$ cat src/rtl/hist_pkg.sv
// Shared definitions for the frame histogram controller: FSM state encoding
// and default pixel / counter widths.
package hist_pkg;

    localparam int DEF_DATA_WIDTH = 8;
    localparam int DEF_CNT_WIDTH  = 18;

    typedef enum logic [2:0] {
        ST_CLEAR,
        ST_ACCUM,
        ST_DRAIN,
        ST_DUMP_RD,
        ST_DUMP_OUT
    } state_e;

endpackage

$ cat src/rtl/hist_rmw_pipe.sv
// Accumulate read-modify-write pipe for the histogram RAM.
// The bin read is issued by the top in the pixel cycle. One cycle later the
// incremented, saturating count is written back.
// Ports:
//   clk, rst_n    clock, async active-low reset
//   i_en, i_pix   accepted pixel and its bin index (read issued this cycle)
//   i_rd_data     RAM read data for the pixel accepted last cycle
//   o_we, o_wr_addr, o_wr_data   write-back request
//   o_sat         write-back hit the counter ceiling
module hist_rmw_pipe
    import hist_pkg::*;
#(
    parameter int DATA_WIDTH = DEF_DATA_WIDTH,
    parameter int CNT_WIDTH  = DEF_CNT_WIDTH
) (
    input  logic                  clk,
    input  logic                  rst_n,
    input  logic                  i_en,
    input  logic [DATA_WIDTH-1:0] i_pix,
    input  logic [CNT_WIDTH-1:0]  i_rd_data,
    output logic                  o_we,
    output logic [DATA_WIDTH-1:0] o_wr_addr,
    output logic [CNT_WIDTH-1:0]  o_wr_data,
    output logic                  o_sat
);

    localparam logic [CNT_WIDTH-1:0] CNT_ONE = {{(CNT_WIDTH-1){1'b0}}, 1'b1};

    logic                  r_vld;
    logic [DATA_WIDTH-1:0] r_pix;
    logic                  r_fwd_vld;
    logic [DATA_WIDTH-1:0] r_fwd_addr;
    logic [CNT_WIDTH-1:0]  r_fwd_data;

    logic [CNT_WIDTH-1:0]  w_base;
    logic [CNT_WIDTH-1:0]  w_new;
    logic                  w_max;

    // The read for r_pix was sampled on the same edge that committed the
    // previous write-back, so the RAM returns the pre-write value. If both
    // target the same bin, take the value just written instead.
    assign w_base = (r_fwd_vld && (r_fwd_addr == r_pix)) ? r_fwd_data : i_rd_data;
    assign w_max  = &w_base;
    assign w_new  = w_max ? w_base : (w_base + CNT_ONE);

    assign o_we      = r_vld;
    assign o_wr_addr = r_pix;
    assign o_wr_data = w_new;
    assign o_sat     = r_vld && w_max;

    always_ff @(posedge clk or negedge rst_n) begin
        if (!rst_n) begin
            r_vld      <= 1'b0;
            r_pix      <= '0;
            r_fwd_vld  <= 1'b0;
            r_fwd_addr <= '0;
            r_fwd_data <= '0;
        end else begin
            r_vld      <= i_en;
            r_pix      <= i_pix;
            r_fwd_vld  <= r_vld;
            r_fwd_addr <= r_pix;
            r_fwd_data <= w_new;
        end
    end

endmodule

$ cat src/rtl/hist_frame_ctrl.sv
// Frame histogram controller: clears the bin RAM, accumulates one frame of
// pixels, then streams every bin out (clearing it behind the readout).
// Ports:
//   clk, rst_n                          clock, async active-low reset
//   VSYNC, DataEn, PixelData            video input
//   ram_rd_addr / ram_rd_data           RAM read port (1-cycle latency)
//   ram_we, ram_wr_addr, ram_wr_data    RAM write port
//   hist_valid/ready/bin/count/last     readout stream
//   busy, sat_flag, pixel_drop, frame_overrun   status
module hist_frame_ctrl
    import hist_pkg::*;
#(
    parameter int DATA_WIDTH = DEF_DATA_WIDTH,
    parameter int CNT_WIDTH  = DEF_CNT_WIDTH
) (
    input  logic                  clk,
    input  logic                  rst_n,
    input  logic                  VSYNC,
    input  logic                  DataEn,
    input  logic [DATA_WIDTH-1:0] PixelData,
    output logic [DATA_WIDTH-1:0] ram_rd_addr,
    input  logic [CNT_WIDTH-1:0]  ram_rd_data,
    output logic                  ram_we,
    output logic [DATA_WIDTH-1:0] ram_wr_addr,
    output logic [CNT_WIDTH-1:0]  ram_wr_data,
    output logic                  hist_valid,
    input  logic                  hist_ready,
    output logic [DATA_WIDTH-1:0] hist_bin,
    output logic [CNT_WIDTH-1:0]  hist_count,
    output logic                  hist_last,
    output logic                  busy,
    output logic                  sat_flag,
    output logic                  pixel_drop,
    output logic                  frame_overrun
);

    localparam logic [DATA_WIDTH-1:0] BIN_ONE = {{(DATA_WIDTH-1){1'b0}}, 1'b1};

    state_e                r_state, w_state_nx;
    logic [DATA_WIDTH-1:0] r_bin, w_bin_nx;
    logic                  r_vsync_d;
    logic                  r_busy;
    logic                  r_sat;
    logic                  r_held;
    logic [CNT_WIDTH-1:0]  r_hold_cnt;

    logic                  w_vs_rise;
    logic                  w_accum;
    logic                  w_last_bin;
    logic                  w_hs;
    logic [CNT_WIDTH-1:0]  w_cnt;
    logic                  w_pipe_we;
    logic [DATA_WIDTH-1:0] w_pipe_addr;
    logic [CNT_WIDTH-1:0]  w_pipe_data;
    logic                  w_pipe_sat;

    assign w_accum    = (r_state == ST_ACCUM);
    assign w_vs_rise  = VSYNC && !r_vsync_d;
    assign w_last_bin = &r_bin;
    assign hist_valid = (r_state == ST_DUMP_OUT);
    assign w_hs       = hist_valid && hist_ready;

    hist_rmw_pipe #(
        .DATA_WIDTH (DATA_WIDTH),
        .CNT_WIDTH  (CNT_WIDTH)
    ) u_rmw (
        .clk       (clk),
        .rst_n     (rst_n),
        .i_en      (DataEn && w_accum),
        .i_pix     (PixelData),
        .i_rd_data (ram_rd_data),
        .o_we      (w_pipe_we),
        .o_wr_addr (w_pipe_addr),
        .o_wr_data (w_pipe_data),
        .o_sat     (w_pipe_sat)
    );

    always_comb begin
        w_state_nx = r_state;
        w_bin_nx   = r_bin;
        case (r_state)
            ST_CLEAR: begin
                w_bin_nx = r_bin + BIN_ONE;
                if (w_last_bin) w_state_nx = ST_ACCUM;
            end
            ST_ACCUM: begin
                if (w_vs_rise) w_state_nx = ST_DRAIN;
            end
            ST_DRAIN: begin
                w_state_nx = ST_DUMP_RD;
                w_bin_nx   = '0;
            end
            ST_DUMP_RD: begin
                w_state_nx = ST_DUMP_OUT;
            end
            ST_DUMP_OUT: begin
                if (w_hs) begin
                    w_bin_nx   = r_bin + BIN_ONE;
                    w_state_nx = w_last_bin ? ST_ACCUM : ST_DUMP_RD;
                end
            end
            default: begin
                w_state_nx = ST_CLEAR;
                w_bin_nx   = '0;
            end
        endcase
    end

    // Write port: the pending accumulate write-back always wins (it can only
    // land in ACCUM or DRAIN); otherwise zero the current bin while clearing
    // or once the readout of that bin is accepted.
    always_comb begin
        ram_we      = 1'b0;
        ram_wr_addr = r_bin;
        ram_wr_data = '0;
        if (w_pipe_we) begin
            ram_we      = 1'b1;
            ram_wr_addr = w_pipe_addr;
            ram_wr_data = w_pipe_data;
        end else if (r_state == ST_CLEAR) begin
            // State sits in CLEAR while reset is held; keep the port quiet then.
            ram_we = rst_n;
        end else if (w_hs) begin
            ram_we = 1'b1;
        end
    end

    assign ram_rd_addr = w_accum ? PixelData : r_bin;

    // Once a bin has been presented, hold its count locally so a stall does
    // not depend on the RAM output staying put.
    assign w_cnt      = r_held ? r_hold_cnt : ram_rd_data;
    assign hist_bin   = hist_valid ? r_bin : '0;
    assign hist_count = hist_valid ? w_cnt : '0;
    assign hist_last  = hist_valid && w_last_bin;

    assign busy          = r_busy;
    assign sat_flag      = r_sat;
    assign pixel_drop    = rst_n && DataEn && !w_accum;
    assign frame_overrun = rst_n && w_vs_rise && !w_accum;

    always_ff @(posedge clk or negedge rst_n) begin
        if (!rst_n) begin
            r_state    <= ST_CLEAR;
            r_bin      <= '0;
            r_vsync_d  <= 1'b0;
            r_busy     <= 1'b0;
            r_sat      <= 1'b0;
            r_held     <= 1'b0;
            r_hold_cnt <= '0;
        end else begin
            r_state   <= w_state_nx;
            r_bin     <= w_bin_nx;
            r_vsync_d <= VSYNC;
            r_busy    <= (w_state_nx != ST_ACCUM);
            if ((w_state_nx == ST_ACCUM) && !w_accum) r_sat <= 1'b0;
            else if (w_pipe_sat)                      r_sat <= 1'b1;
            r_held <= hist_valid && !hist_ready;
            if (hist_valid) r_hold_cnt <= w_cnt;
        end
    end

endmodule

$ cat config.mk
export PLATFORM = sky130hd
export DESIGN_NAME = hist_frame_ctrl
export DESIGN_NICKNAME = d
export VERILOG_FILES = /design/src/rtl/hist_pkg.sv /design/src/rtl/hist_rmw_pipe.sv /design/src/rtl/hist_frame_ctrl.sv
export SDC_FILE = /design/constraint.sdc
export NUM_CORES = 1
export LEC_CHECK = 0
export BUFFER_PORTS_ARGS = -buffer_cell sky130_fd_sc_hd__buf_2
export CAP_MARGIN = 20
export CORE_MARGIN = 5
export CORE_UTILIZATION = 30
export DETAILED_ROUTE_END_ITERATION = 10
export GPL_ROUTABILITY_DRIVEN = 0
export HOLD_SLACK_MARGIN = 0.08
export PLACE_DENSITY = 0.47
export SLEW_MARGIN = 20
export SYNTH_ARGS = -nofsm -noshare
export SYNTH_HDL_FRONTEND = slang
export SYNTH_SLANG_ARGS = --single-unit
export TNS_END_PERCENT = 1
$ cat constraint.sdc
create_clock -name clk -period 4.8 [get_ports clk]
set_input_delay 0.24 -clock clk [delete_from_list [all_inputs] [get_ports clk]]
set_output_delay 0.24 -clock clk [all_outputs]
set_load 0.005 [all_outputs]
---- Word level (Yosys, flattened, before mapping) ----
Index checks and enable logic that the tools add are counted.
W data, S select, Z words.
word-level totals
  output and inout bits ................... 67
  bits of input ports ..................... 31
  bits in registers ....................... 69
cells by class
  reductions and logical operators ........ 21
  mux-type cells .......................... 20
  $add $sub $neg .......................... 2
  bitwise logic cells ..................... 1
  equal/unequal tests ..................... 8
operators with widths
  operator                 count
  $mux W18                 5
  $mux W8                  4
  $pmux W8 S3              1
  $add A18 B1 Y18 const B  1
  $reduce_and A18 Y1       1
  $pmux W3 S5              1
  $logic_and A1 B1 Y1      12
  $mux W3                  3
  $add A8 B1 Y8 const B    1
  $eq A8 B8 Y1             1
  $reduce_and A8 Y1        1
  $eq A3 B1 Y1 const B     2
  $eq A3 B2 Y1 const B     2
  $mux W1                  5
  $eq A3 B3 Y1 const B     1
  $logic_not A1 Y1         3
  $logic_not A3 Y1         1
  $ne A3 B1 Y1 const B     1
  $mux W2                  1
  $ne A2 B1 Y1 const B     1
  $reduce_and A2 Y1        1
  $reduce_bool A2 Y1       1
  $reduce_or A2 Y1         1
  $not A1 Y1               1

---- Longest topological paths before layout ----
Gate-level depths: netlist (run 1).
  word-level depth ........................ 7
  gate-level depth with buffers ........... 13
  depth with buffers taken out ............ 11

---- Cells and area by module ----
Synthesis (run 1) repeated with hierarchy kept, for this count alone.
unflattened totals
  cell total of the unflattened synthesis .. 393
  area, all modules ....................... 3,982.6 sq um
by module, submodules not included
  module           instances  cells an instance  area each (sq um)
  hist_frame_ctrl  1          211                2,098.3
  hist_rmw_pipe    1          182                1,884.3

---- Least setup slack after synthesis (run 1) ----
Ideal clock, no wire load.
  path kind ............................... register to output
  start ................................... register u_rmw.r_pix[7], in the netlist u_rmw.o_wr_addr[7]
  end ..................................... output port ram_wr_data[1]
  path buffers ............................ 1
  arrival time ............................ 2.667 ns
  slack ................................... 1.893 ns
  data required time ...................... 4.560 ns
  stages on the path, launching flop included .. 13
  path through ............................ dfrtp_1 -> xnor2_1 -> nand3_1 -> nor3_2 -> buf_6 -> mux2_2 -> ha_1 -> nand4_1 -> nor2_4 -> nand2_1 -> mux2i_2 -> mux2_2 -> and2_1
on the way
  cells in the longest elaborated chain, start to end .. 6
RTL lines
  element                                                line                                      RTL
  from (decl)                                            hist_rmw_pipe.sv:30                       logic [DATA_WIDTH-1:0] r_pix;
  from (signal assigned)                                 hist_rmw_pipe.sv:60                       r_pix <= i_pix;
  $eq A8 B8 Y1 *                                         hist_rmw_pipe.sv:42                       assign w_base = (r_fwd_vld && (r_fwd_addr == r_pix)) ? r_fwd_data : i_rd_data;
  $logic_and A1 B1 Y1 *                                  hist_rmw_pipe.sv:42
  $mux W18 *                                             hist_rmw_pipe.sv:42
  $add A18 B1 Y18 or $reduce_and A18 Y1 (tied branches)  hist_rmw_pipe.sv:44, hist_rmw_pipe.sv:43
  $mux W18 *                                             hist_rmw_pipe.sv:44                       assign w_new = w_max ? w_base : (w_base + CNT_ONE);
  net u_rmw.o_wr_data[1]                                 hist_rmw_pipe.sv:23                       output logic [CNT_WIDTH-1:0] o_wr_data,
  $mux W18 *                                             hist_frame_ctrl.sv:116                    if (w_pipe_we) begin
  to (decl)                                              hist_frame_ctrl.sv:25                     output logic [CNT_WIDTH-1:0] ram_wr_data,
The timed path passes the listed nets; every way through them passes the cells marked *.

---- Final worst setup path (run 1) ----
  start ................................... register u_rmw.r_pix[4], in the netlist u_rmw.o_wr_addr[4]
  end ..................................... output port ram_wr_data[1]
The elaborated chain is that of the path after synthesis.

==> results of run 1 <==
==> registers in the layout (all words and copies together), names as in the netlist <==
register	cells
busy	1
r_bin	8
r_held	1
r_hold_cnt	18
r_state	3
r_vsync_d	1
sat_flag	1
u_rmw.o_we	1
u_rmw.o_wr_addr	8
u_rmw.r_fwd_addr	8
u_rmw.r_fwd_data	18
u_rmw.r_fwd_vld	1
==> final cells by class <==
| cell class | instances | share of cell area |
|---|---|---|
| clock inverters | 1 | 0.0009547 |
| repair buffers | 113 | 0.1208 |
| flip-flops and latches | 69 | 0.3294 |
| inverters | 8 | 0.005728 |
| clock buffers | 14 | 0.05227 |
| multi-input cells | 314 | 0.4480 |
| well taps | 180 | 0.04296 |
==> report_power, final <==
group	switching, W	internal [W]	leakage, nW
Combinational	0.000334	0.000354	1.41
Clock	0.000237	0.000388	0.139
Sequential	0.000132	0.000714	0.836
Total	0.000703	0.00146	2.38
==> cell families (layout without fill, tap and decap cells) <==
kind of cell / after synthesis / in the layout / synth area share
xor+xnor: 27 / 27 / 0.05615
flops: 69 / 69 / 0.4100
simple gates: 156 / 156 / 0.2142
fa+ha+maj: 2 / 2 / 0.005941
mux: 78 / 78 / 0.1979
buf+inv: 28 / 136 / 0.03238
compound gates: 51 / 51 / 0.08348
==> path summary, 6_finish.rpt <==
kind,start,endpoint,slack (ns),depth (start not counted)
worst max-delay path,u_rmw.o_wr_addr[4],ram_wr_data[1],0.82,12
worst min-delay path,DataEn,u_rmw.o_we,0.12,2
worst max register to register,u_rmw.o_wr_addr[4],u_rmw.r_fwd_data[1],1.55,10
worst min register to register,u_rmw.o_wr_addr[6],u_rmw.r_fwd_addr[6],0.41,0
max in group asynchronous,rst_n,r_vsync_d,3.57,3
min in group asynchronous,rst_n,r_hold_cnt[10],0.44,2
==> layer usage <==
metal	vias up	share of wire	GRT usage
li1	1687	-	-
met1	1697	0.47	0.2021
met2	99	0.45	0.2262
met3	12	0.068	0.04442
met4	0	0.012	0.03933
met5	-	0	0
==> metrics by stage <==
| stage | hold slack [ns] | setup WS, ns | instances | total power (W) |
|---|---|---|---|---|
| after floorplan | -0.05559 | 1.893 | 411 | 0.001276 |
| after global placement | 0.2745 | 1.265 | 674 | 0.001532 |
| after detailed placement | 0.2758 | 1.145 | 674 | 0.001548 |
| after CTS | 0.1095 | 0.7697 | 699 | 0.002194 |
| final | 0.1227 | 0.8185 | 699 | 0.002159 |
| after global routing | 0.1173 | 0.5290 | 699 | 0.002314 |
==> cells in the mapped netlist (all sizes together), types with 3 or more instances <==
library cell / count
a211o: 3
a211oi: 5
a21oi: 14
a31oi: 6
and2: 13
and3: 21
and4: 3
buf: 11
clkbuf: 9
dfrtp: 69
inv: 8
mux2: 39
mux2i: 39
nand2: 24
nand3: 17
nand4: 11
nor2: 37
nor2b: 3
nor3: 12
o21a: 3
o21ai: 8
or3: 4
xnor2: 20
xor2: 7
==> repair_timing <==
| action | CTS | global route |
|---|---|---|
| endpoints found under the hold margin | 50 | 0 |
| hold buffers | 10 | 0 |
| buffers inserted | 0 | 0 |
==> out/results.tsv, run 1 <==
metric	value	unit
result_of_the_run	complete, no violations	
crit_top_cell	sky130_fd_sc_hd__mux2_2	
clkLatencyLatePin	0.34	ns
cp_slowest_cell	sky130_fd_sc_hd__dfrtp_1	
min_path_type	in -> reg	
setup-violations-final	0	
cts-buffers-inserted	9	
detail_route.wirelength	11510	um
synth.net_count	444	
drt.antenna.violating_nets	0	
cts.root.buffer_cell	sky130_fd_sc_hd__clkbuf_16	
final_hold_viol_count	0	
design.portCount	98	
synth_area_per_cell	10.25	um^2
min_period_over_period	0.8295	
post_cts.resized_instances	0	
buffer_ports.inserted	97	
final_nets	548	
cells_after_synth	411	
worst-path-max-fanout	13	
tritoncts	built	
synth.top_cells.by_area	sky130_fd_sc_hd__dfrtp_1 (41%), sky130_fd_sc_hd__mux2_2 (10%), sky130_fd_sc_hd__mux2i_1 (9.0%)	
maxSlewViolCount	0	
timing.max_cap.violations	0	
postLayoutCellArea	5243	um^2
place_area	4863	um^2
row_count	43	
grt_start_max_net_pins	46	
netlist_area	4212	um^2
category_of_the_most_critical_setup_path	reg -> out	
cts.htree.levels	3	
tritoncts_num_sinks	69	
dpl.hpwl	8728	um
cellLeakagePower	2.381	nW
final.setup_skew	0.005796	ns
critPathTopFamily	simple AND/OR/NAND/NOR gates	
synth-warning-count	0	
die_w	128.5	um
min_period	3.982	ns
detail_route.iter0.violations	131	
synth_largest_area_cell	sky130_fd_sc_hd__dfrtp_1	
power.ir.vdd_worst	243.9	uV
regArea	1727	um^2
drc	0	
fmax	251.2	MHz
mostFrequentLayoutCells	sky130_fd_sc_hd__buf_2 (96), sky130_fd_sc_hd__dfrtp_1 (69), sky130_fd_sc_hd__mux2_2 (38), sky130_fd_sc_hd__mux2i_1 (38), sky130_fd_sc_hd__nor2_1 (35)	
cts.reportedPaths.clkPinSlew	0.05	ns
normalized_max_slew_margin	0.3802	
number_of_global_route_vias_before_repair	3586	
crit_path_arrival_time	3.74	ns
ys_async_sr_fraction	1.000	
critPathMaxStageDelay	0.40	ns
fp.dieArea	16510	um^2
synth_top_cell_area_share	0.4100	
core-area	13830	um^2
start_util	0.3046	
routed_wire_length_per_instance	16.47	um
die_h	128.5	um
synth_cell_types	61	
final.fill_count	1398	
postLayoutCoreUtil	0.3792	
timing_worst_slew_pin_value	0.9286	ns
critPathBufInv	1	
post_route_cells_drive_above_1_share	0.3430	
syn_to_final_growth	24.48	%
cp_data_required_time	4.56	ns
clock_path_buffers	2	
worstPathCellList	xnor2_1 > and4_1 > nand3_2 > mux2_2 > ha_1 > nand4_1 > nor2_4 > nand2_1 > mux2i_2 > mux2_2 > and2_1 > buf_2	
num_antenna_cells	0	
grt_overflow	0	
grt_antenna_before_repair	0	
grt_use_total	0.1472	
wire_length_of_the_first_global_routing_pass	19060	um
ys_seq_area_frac	0.4100	
ys_ff_latch	69	
synth_flop_cell	sky130_fd_sc_hd__dfrtp_1	
final_common_cell	sky130_fd_sc_hd__buf_2	
cp-end-kind	primary output	
pwr_density_cell	411.8	nW/um^2
start_kind	register	
route.detailed.vias_per_inst	5.000	
first_pass_iters	4	
rsz0062_at_grt	false	
synth-edff-count	0	
via_count	3495	
final.setup.tns	0	ns
multiInputGateArea	2349	um^2
(Power assumes the default switching activity.)
==> run 2: changes to the inputs <==
Settings changed: ABC_AREA set to 1, PLACE_DENSITY 0.47 to 0.49.
Clock period 4.8 ns to 3.65 ns, I/O delays scaled along.
==> out/results.tsv, run 2 <==
metric	value	unit	change
cellLeakagePower	2.646	nW	+11%
drc	0		unchanged
number_of_global_route_vias_before_repair	3536		-1.4%
route.detailed.vias_per_inst	4.559		-8.8%
final_nets	665		+21%
via_count	3697		+5.8%
result_of_the_run	complete, no violations		
first_pass_iters	5		+1
buffer_ports.inserted	97		unchanged
detail_route.wirelength	11550	um	+0.31%
final_common_cell	sky130_fd_sc_hd__nand2_1		
cells_after_synth	527		+28%
synth_compound_area_frac	0.08605		+0.002566
yosys-mux-area-fraction	0.04425		-0.1536
power.ir.vdd_worst	197.9	uV	-19%
dp.cells	785		+16%
routed_wire_length_per_instance	14.24	um	-14%
yosys.area_share.simple	0.3258		+0.1116
pwr_density_cell	339.5	nW/um^2	-18%
grt_antenna_before_repair	0		unchanged
ys_async_sr_fraction	1.000		unchanged
clkLatencyLatePin	0.32	ns	-0.02 ns
crit_path_arrival_time	3.16	ns	-0.58 ns
min_delay_path_depth	3		+1
postLayoutCellArea	5061	um^2	-3.5%
worst-path-max-fanout	24		+11
ff2ff_setup_slack	0.90	ns	-0.65 ns
cp_data_required_time	3.47	ns	-1.09 ns
place_area	4692	um^2	-3.5%
xor_xnor_share_of_the_synthesized_area	0.01936		-0.03679
cts.root.buffer_cell	sky130_fd_sc_hd__clkbuf_16		
cts-buffers-inserted	9		unchanged
post_cts.resized_instances	0		unchanged
cts_hold_buf	12		+2
final.setup_skew	0.005252	ns	-0.0005438 ns
mostFrequentLayoutCells	sky130_fd_sc_hd__nand2_1 (129), sky130_fd_sc_hd__buf_2 (97), sky130_fd_sc_hd__dfrtp_1 (69), sky130_fd_sc_hd__inv_1 (65), sky130_fd_sc_hd__nor2_1 (58)		
grt_overflow	0		unchanged
normalized_max_slew_margin	0.3111		-0.06915
synthAdderAreaFrac	0.006146		+0.0002045
row_count	42		-2.3%
netlist_area	4071	um^2	-3.3%
synth_common_cells	sky130_fd_sc_hd__nand2_1 (130), sky130_fd_sc_hd__dfrtp_1 (69), sky130_fd_sc_hd__inv_1 (65)		
category_of_the_most_critical_setup_path	reg -> out		
synth.net_count	560		+26%
design.portCount	98		unchanged
min_period	3.339	ns	
maxSlewViolCount	0		unchanged
worst_hold_path.endpoint	r_hold_cnt[14]		
rr_startpoint	u_rmw.o_wr_addr[3]		
synth_top_family_by_area	simple AND/OR/NAND/NOR gates		
post_cts_buffers	0		unchanged
synth_largest_area_cell	sky130_fd_sc_hd__dfrtp_1		
drt.antenna.violating_nets	0		unchanged
min_path_type	in -> reg		
synth-warning-count	0		unchanged
critical_path.reg2reg.endpoint	u_rmw.r_fwd_data[1]		
fin_cells	811		+16%
rsz0062_at_grt	false		
cp-end-kind	primary output		
final_hold_viol_count	0		unchanged
die_h	126.5	um	-1.5%
synth_top_cell_area_share	0.4241		+0.01411
core-area	13300	um^2	-3.8%
tritoncts	built		
synth_area_per_cell	7.726	um^2	-25%
final.setup.tns	0	ns	unchanged
ys_ff_latch	69		unchanged
syn_to_final_growth	24.31	%	
post_route_cells_drive_above_1_share	0.2472		-0.09572
synth.top_cells.by_area	sky130_fd_sc_hd__dfrtp_1 (42%), sky130_fd_sc_hd__nand2_1 (12%), sky130_fd_sc_hd__inv_1 (6.0%)		
min_period_over_period	0.9148		
timing.max_cap.violations	0		unchanged
start_util	0.3062		+0.001642
fp.dieArea	16000	um^2	-3.1%
reg.largest.list	r_hold_cnt (18), u_rmw.r_fwd_data (18)		
cts.htree.levels	3		unchanged
wire_length_of_the_first_global_routing_pass	18660	um	-2.1%
grt_use_total	0.1452		-0.002014
synth_flop_cell	sky130_fd_sc_hd__dfrtp_1		
cts.reportedPaths.clkPinSlew	0.06	ns	about the same
fmax	299.5	MHz	
synth-edff-count	0		unchanged
synth_cell_types	37		-39%
r2r_cells	16		+6
num_antenna_cells	0		unchanged
dpl.hpwl	8772	um	+0.51%
timing_worst_slew_pin_value	1.033	ns	+0.1047 ns
start_kind	register		
min_from	ram_rd_data[14]		
setup-violations-final	0		unchanged
ys_seq_area_frac	0.4241		+0.01411
finalPower	0.001718	W	-20%
grt_start_max_net_pins	66		+43%
die_w	126.5	um	-1.5%
detail_route.iter0.violations	286		+120%
synthMostInstantiatedCell	sky130_fd_sc_hd__nand2_1		
tritoncts_num_sinks	69		unchanged
clock_path_buffers	2		unchanged
## run 2: cell types whose count changed in the layout (fill, tap and decap cells not counted), sizes merged, moves of 6 or more
cell and change:
a31oi -6, nor2 +29, mux2i -21, nand3 +32
nor3 -7, nand2 +121, inv +61, xnor2 -15
mux2 -39, and3 -21, and2 -12, o21ai +36
## run 2: power by group
group | internal, W | switching [W] | leakage [nW]
clock | 0.000451 | 0.000308 | 0.119
sequential | 0.000788 | 0.0000113 | 0.770
combinational | 0.0000556 | 0.000104 | 1.76
total | 0.00130 | 0.000423 | 2.65
## run 2: worst max-delay path by stage
stage                                  start              end  slack (ns)  cells past startpoint
after global placement    u_rmw.o_wr_addr[4]   ram_wr_data[1]        0.68                     14
final                     u_rmw.o_wr_addr[3]  ram_wr_data[17]        0.31                     18
after detailed placement  u_rmw.o_wr_addr[3]   ram_wr_data[9]        0.64                     18
after floorplan           u_rmw.o_wr_addr[4]  ram_wr_data[10]        1.16                     15
after CTS                 u_rmw.o_wr_addr[3]   ram_wr_data[9]        0.28                     18
after global routing      u_rmw.o_wr_addr[4]   ram_wr_data[1]        0.01                     14
## run 2: cell families (layout without fill, tap and decap cells)
family          after synthesis  in the layout
mux                          18             18
xor+xnor                      9              9
simple gates                277            277
fa+ha+maj                     2              2
compound gates               63             63
flops                        69             69
buf+inv                      89            197
## run 2: area by class of cell
class / instances / area (um^2)
Multi-Input combinational cell: 369 / 1963
Inverter: 69 / 259.0
Sequential cell: 69 / 1727
Clock inverter: 2 / 12.51
Timing Repair Buffer: 114 / 643.1
Fill cell: 1391 / 8234
Clock buffer: 12 / 236.5
Tap cell: 176 / 220.2
## run 2: metal layers
| layer | wire, um | global-route usage | vias up |
|---|---|---|---|
| met3 | 514 | 0.02606 | 16 |
| met4 | 183 | 0.04479 | 0 |
| met5 | 0 | 0 | - |
| met1 | 5441 | 0.2026 | 1707 |
| li1 | - | - | 1874 |
| met2 | 5408 | 0.2295 | 100 |
## run 2: critical path: stages, from the launching register on
cell and delay (ns):
sky130_fd_sc_hd__dfrtp_1 0.39, sky130_fd_sc_hd__inv_1 0.05, sky130_fd_sc_hd__nand2_1 0.05, sky130_fd_sc_hd__nand2_1 0.08, sky130_fd_sc_hd__nor2_2 0.12, sky130_fd_sc_hd__nand2_2 0.10, sky130_fd_sc_hd__nor2_8 0.25, sky130_fd_sc_hd__nand3_1 0.12
sky130_fd_sc_hd__nand2_1 0.16, sky130_fd_sc_hd__ha_1 0.25, sky130_fd_sc_hd__nand2_1 0.10, sky130_fd_sc_hd__nor2_2 0.19, sky130_fd_sc_hd__nand2_2 0.14, sky130_fd_sc_hd__nor2_4 0.17, sky130_fd_sc_hd__nand2_4 0.22, sky130_fd_sc_hd__nand3_1 0.18
sky130_fd_sc_hd__nand2_1 0.06, sky130_fd_sc_hd__inv_1 0.06, sky130_fd_sc_hd__buf_2 0.10
## run 2: per-stage QoR
step           hold slack [ns]  utilization  worst slack (ns)
3_5_place_dp            0.1631       0.3529            0.6448
6_report                0.1970       0.3807            0.3110
5_1_grt                 0.2107       0.3807           0.01435
3_3_place_gp            0.1618       0.3529            0.6753
2_1_floorplan          -0.1131            -             1.162
4_1_cts                 0.1929       0.3807            0.2846
==> run 3: changes to the inputs <==
Settings changed: GPL_TIMING_DRIVEN set to 0.
==> out/results.tsv, run 3 (synthesis results as in run 2) <==
metric	value	unit	change
combPwrFrac	0.094		about the same
timing_worst_slew_pin_value	0.7146	ns	-0.3187 ns
start_util	0.3062		unchanged
min_path_type	in -> reg		
grt_start_max_net_pins	55		-17%
cp-end-kind	primary output		
grt_antenna_before_repair	0		unchanged
worst-path-max-fanout	10		-58%
normalized_max_slew_margin	0.5236		+0.2125
setup-violations-final	0		unchanged
mostFrequentLayoutCells	sky130_fd_sc_hd__nand2_1 (130), sky130_fd_sc_hd__buf_2 (96), sky130_fd_sc_hd__dfrtp_1 (69), sky130_fd_sc_hd__inv_1 (65), sky130_fd_sc_hd__nor2_1 (58)		
final_nets	681		+2.4%
detail_route.iter0.violations	315		+10%
cp_slowest_cell	sky130_fd_sc_hd__dfrtp_1		
cp_data_required_time	3.47	ns	about the same
cts.htree.levels	3		unchanged
p_switching	0.0004428	W	+4.6%
cts-buffers-inserted	9		unchanged
detail_route.wirelength	12040	um	+4.3%
pwr_density_cell	334.8	nW/um^2	-1.4%
grt_use_total	0.1535		+0.008343
drc	0		unchanged
routed_wire_length_per_instance	14.56	um	+2.3%
timing.max_cap.violations	0		unchanged
syn_to_final_growth	27.41	%	
p_int	0.001294	W	about the same
crit_path_arrival_time	3.31	ns	+0.15 ns
postLayoutCellArea	5187	um^2	+2.5%
finalPower	0.001737	W	+1.1%
seqPwrFrac	0.460		-0.005
final_hold_viol_count	0		unchanged
cts.reportedPaths.clkPinSlew	0.06	ns	about the same
dp.cells	801		+2.0%
tritoncts	built		
worstPathCellList	xor2_1 > nor2_4 > buf_4 > nand3_1 > nand2_2 > ha_1 > nand2_1 > nor2_4 > nand2_2 > nor2_4 > nand2_4 > buf_6 > a21oi_1 > buf_2		
post_route_cells_drive_above_1_share	0.2473		about the same
min_period	3.491	ns	+0.1518 ns
die_w	126.5	um	unchanged
reg.largest.list	r_hold_cnt (18), u_rmw.r_fwd_data (18)		
start_kind	register		
cellLeakagePower	2.696	nW	+1.9%
drt.antenna.violating_nets	0		unchanged
tritoncts_num_sinks	69		unchanged
fin_hold_ws	0.2024	ns	+0.005417 ns
design.portCount	98		unchanged
power.ir.vdd_worst	208.4	uV	+5.3%
result_of_the_run	complete, no violations		
maxSlewViolCount	0		unchanged
cts.root.buffer_cell	sky130_fd_sc_hd__clkbuf_16		
fp.dieArea	16000	um^2	unchanged
route.detailed.vias_per_inst	4.566		+0.16%
fin_cells	827		+2.0%
postLayoutSetupSlackWorst	0.1592	ns	-0.1518 ns
wire_length_of_the_first_global_routing_pass	19670	um	+5.4%
place_area	4807	um^2	+2.5%
clkLatencyLatePin	0.33	ns	about the same
buffer_ports.inserted	97		unchanged
dpl.hpwl	9353	um	+6.6%
core-area	13300	um^2	unchanged
final.setup_skew	0.007614	ns	+0.002362 ns
netSwitchingFraction	0.2549		+0.008666
crit_top_cell	sky130_fd_sc_hd__nor2_4		
min_period_over_period	0.9564		+0.04158
pre_cts_slack	0.4811	ns	-0.1637 ns
grt_overflow	0		unchanged
clock_path_buffers	2		unchanged
row_count	42		unchanged
num_antenna_cells	0		unchanged
category_of_the_most_critical_setup_path	reg -> out		
final_common_cell	sky130_fd_sc_hd__nand2_1		
via_count	3776		+2.1%
clock_power_share	0.446		+0.004
number_of_global_route_vias_before_repair	3798		+7.4%
fmax	286.5	MHz	-4.3%
first_pass_iters	5		unchanged
critPathMaxStageDelay	0.42	ns	+0.03 ns
die_h	126.5	um	unchanged
-- run 3: changes by cell type in the layout (fill, tap and decap cells not counted), sizes merged --
cell,previous run,this run
clkinv,1,3
clkinvlp,1,2
clkbuf,12,22
buf,102,105
-- run 3: timing repair --
item                                   in CTS  in global routing
endpoints found under the hold margin      57                  0
setup endpoints to repair                   0                  4
hold buffers                               12                  0
gates resized for setup                     0                  1
setup buffers                               0                  0
-- run 3: layout make-up --
class / instances / area, um^2
multi-input combinational: 369 / 1966
fill: 1417 / 8108
buffer: 20 / 125.1
clock buffer: 9 / 225.2
timing repair buffer: 110 / 635.6
inverter: 69 / 259.0
clock inverter: 5 / 30.03
tap: 176 / 220.2
sequential: 69 / 1727
-- run 3: worst paths after layout --
| kind | end | cells past startpoint | slack (ns) | start |
|---|---|---|---|---|
| hold reg to reg | u_rmw.r_fwd_vld | 0 | 0.39 | u_rmw.o_we |
| setup / recovery | ram_wr_data[5] | 14 | 0.16 | u_rmw.o_wr_addr[4] |
| max in group asynchronous | r_hold_cnt[0] | 3 | 2.79 | rst_n |
| hold / removal | r_hold_cnt[14] | 3 | 0.20 | ram_rd_data[14] |
| min in group asynchronous | r_vsync_d | 2 | 0.30 | rst_n |
| setup reg to reg | u_rmw.r_fwd_data[0] | 14 | 0.79 | u_rmw.o_wr_addr[4] |
-- run 3: per-layer routing --
metal / vias up / global-route usage / routed length [um]
li1: 1917 / - / -
met1: 1745 / 0.2167 / 5700
met2: 104 / 0.2403 / 5564
met3: 10 / 0.02816 / 653
met4: 0 / 0.04543 / 122
met5: - / 0 / 0
-- run 3: worst max-delay path, delay by kind of cell (launching register included) --
family,cells,cell delay (ns)
buffers and inverters,3,0.59
AND/OR/NAND/NOR,8,1.27
flip-flops,1,0.42
XOR/XNOR,1,0.20
adder cells (fa/ha/maj),1,0.28
AO/OA/AOI/OAI,1,0.22
-- run 3: power groups by stage --
stage | clock (W) | sequential, W | combinational [W]
finish | 0.000775 | 0.000799 | 0.000163
global route | 0.000834 | 0.000801 | 0.000184
CTS | 0.000798 | 0.000799 | 0.000164
detailed placement | 0 | 0.000813 | 0.000153
global placement | 0 | 0.000812 | 0.000148
floorplan | 0 | 0.000810 | 0.0000862
-- run 3: through the flow --
step,TNS [ns],util
after floorplan,0,-
after global placement,0,0.3593
after detailed placement,0,0.3616
after CTS,0,0.3898
after global routing,-0.005537,0.3902
final,0,0.3902
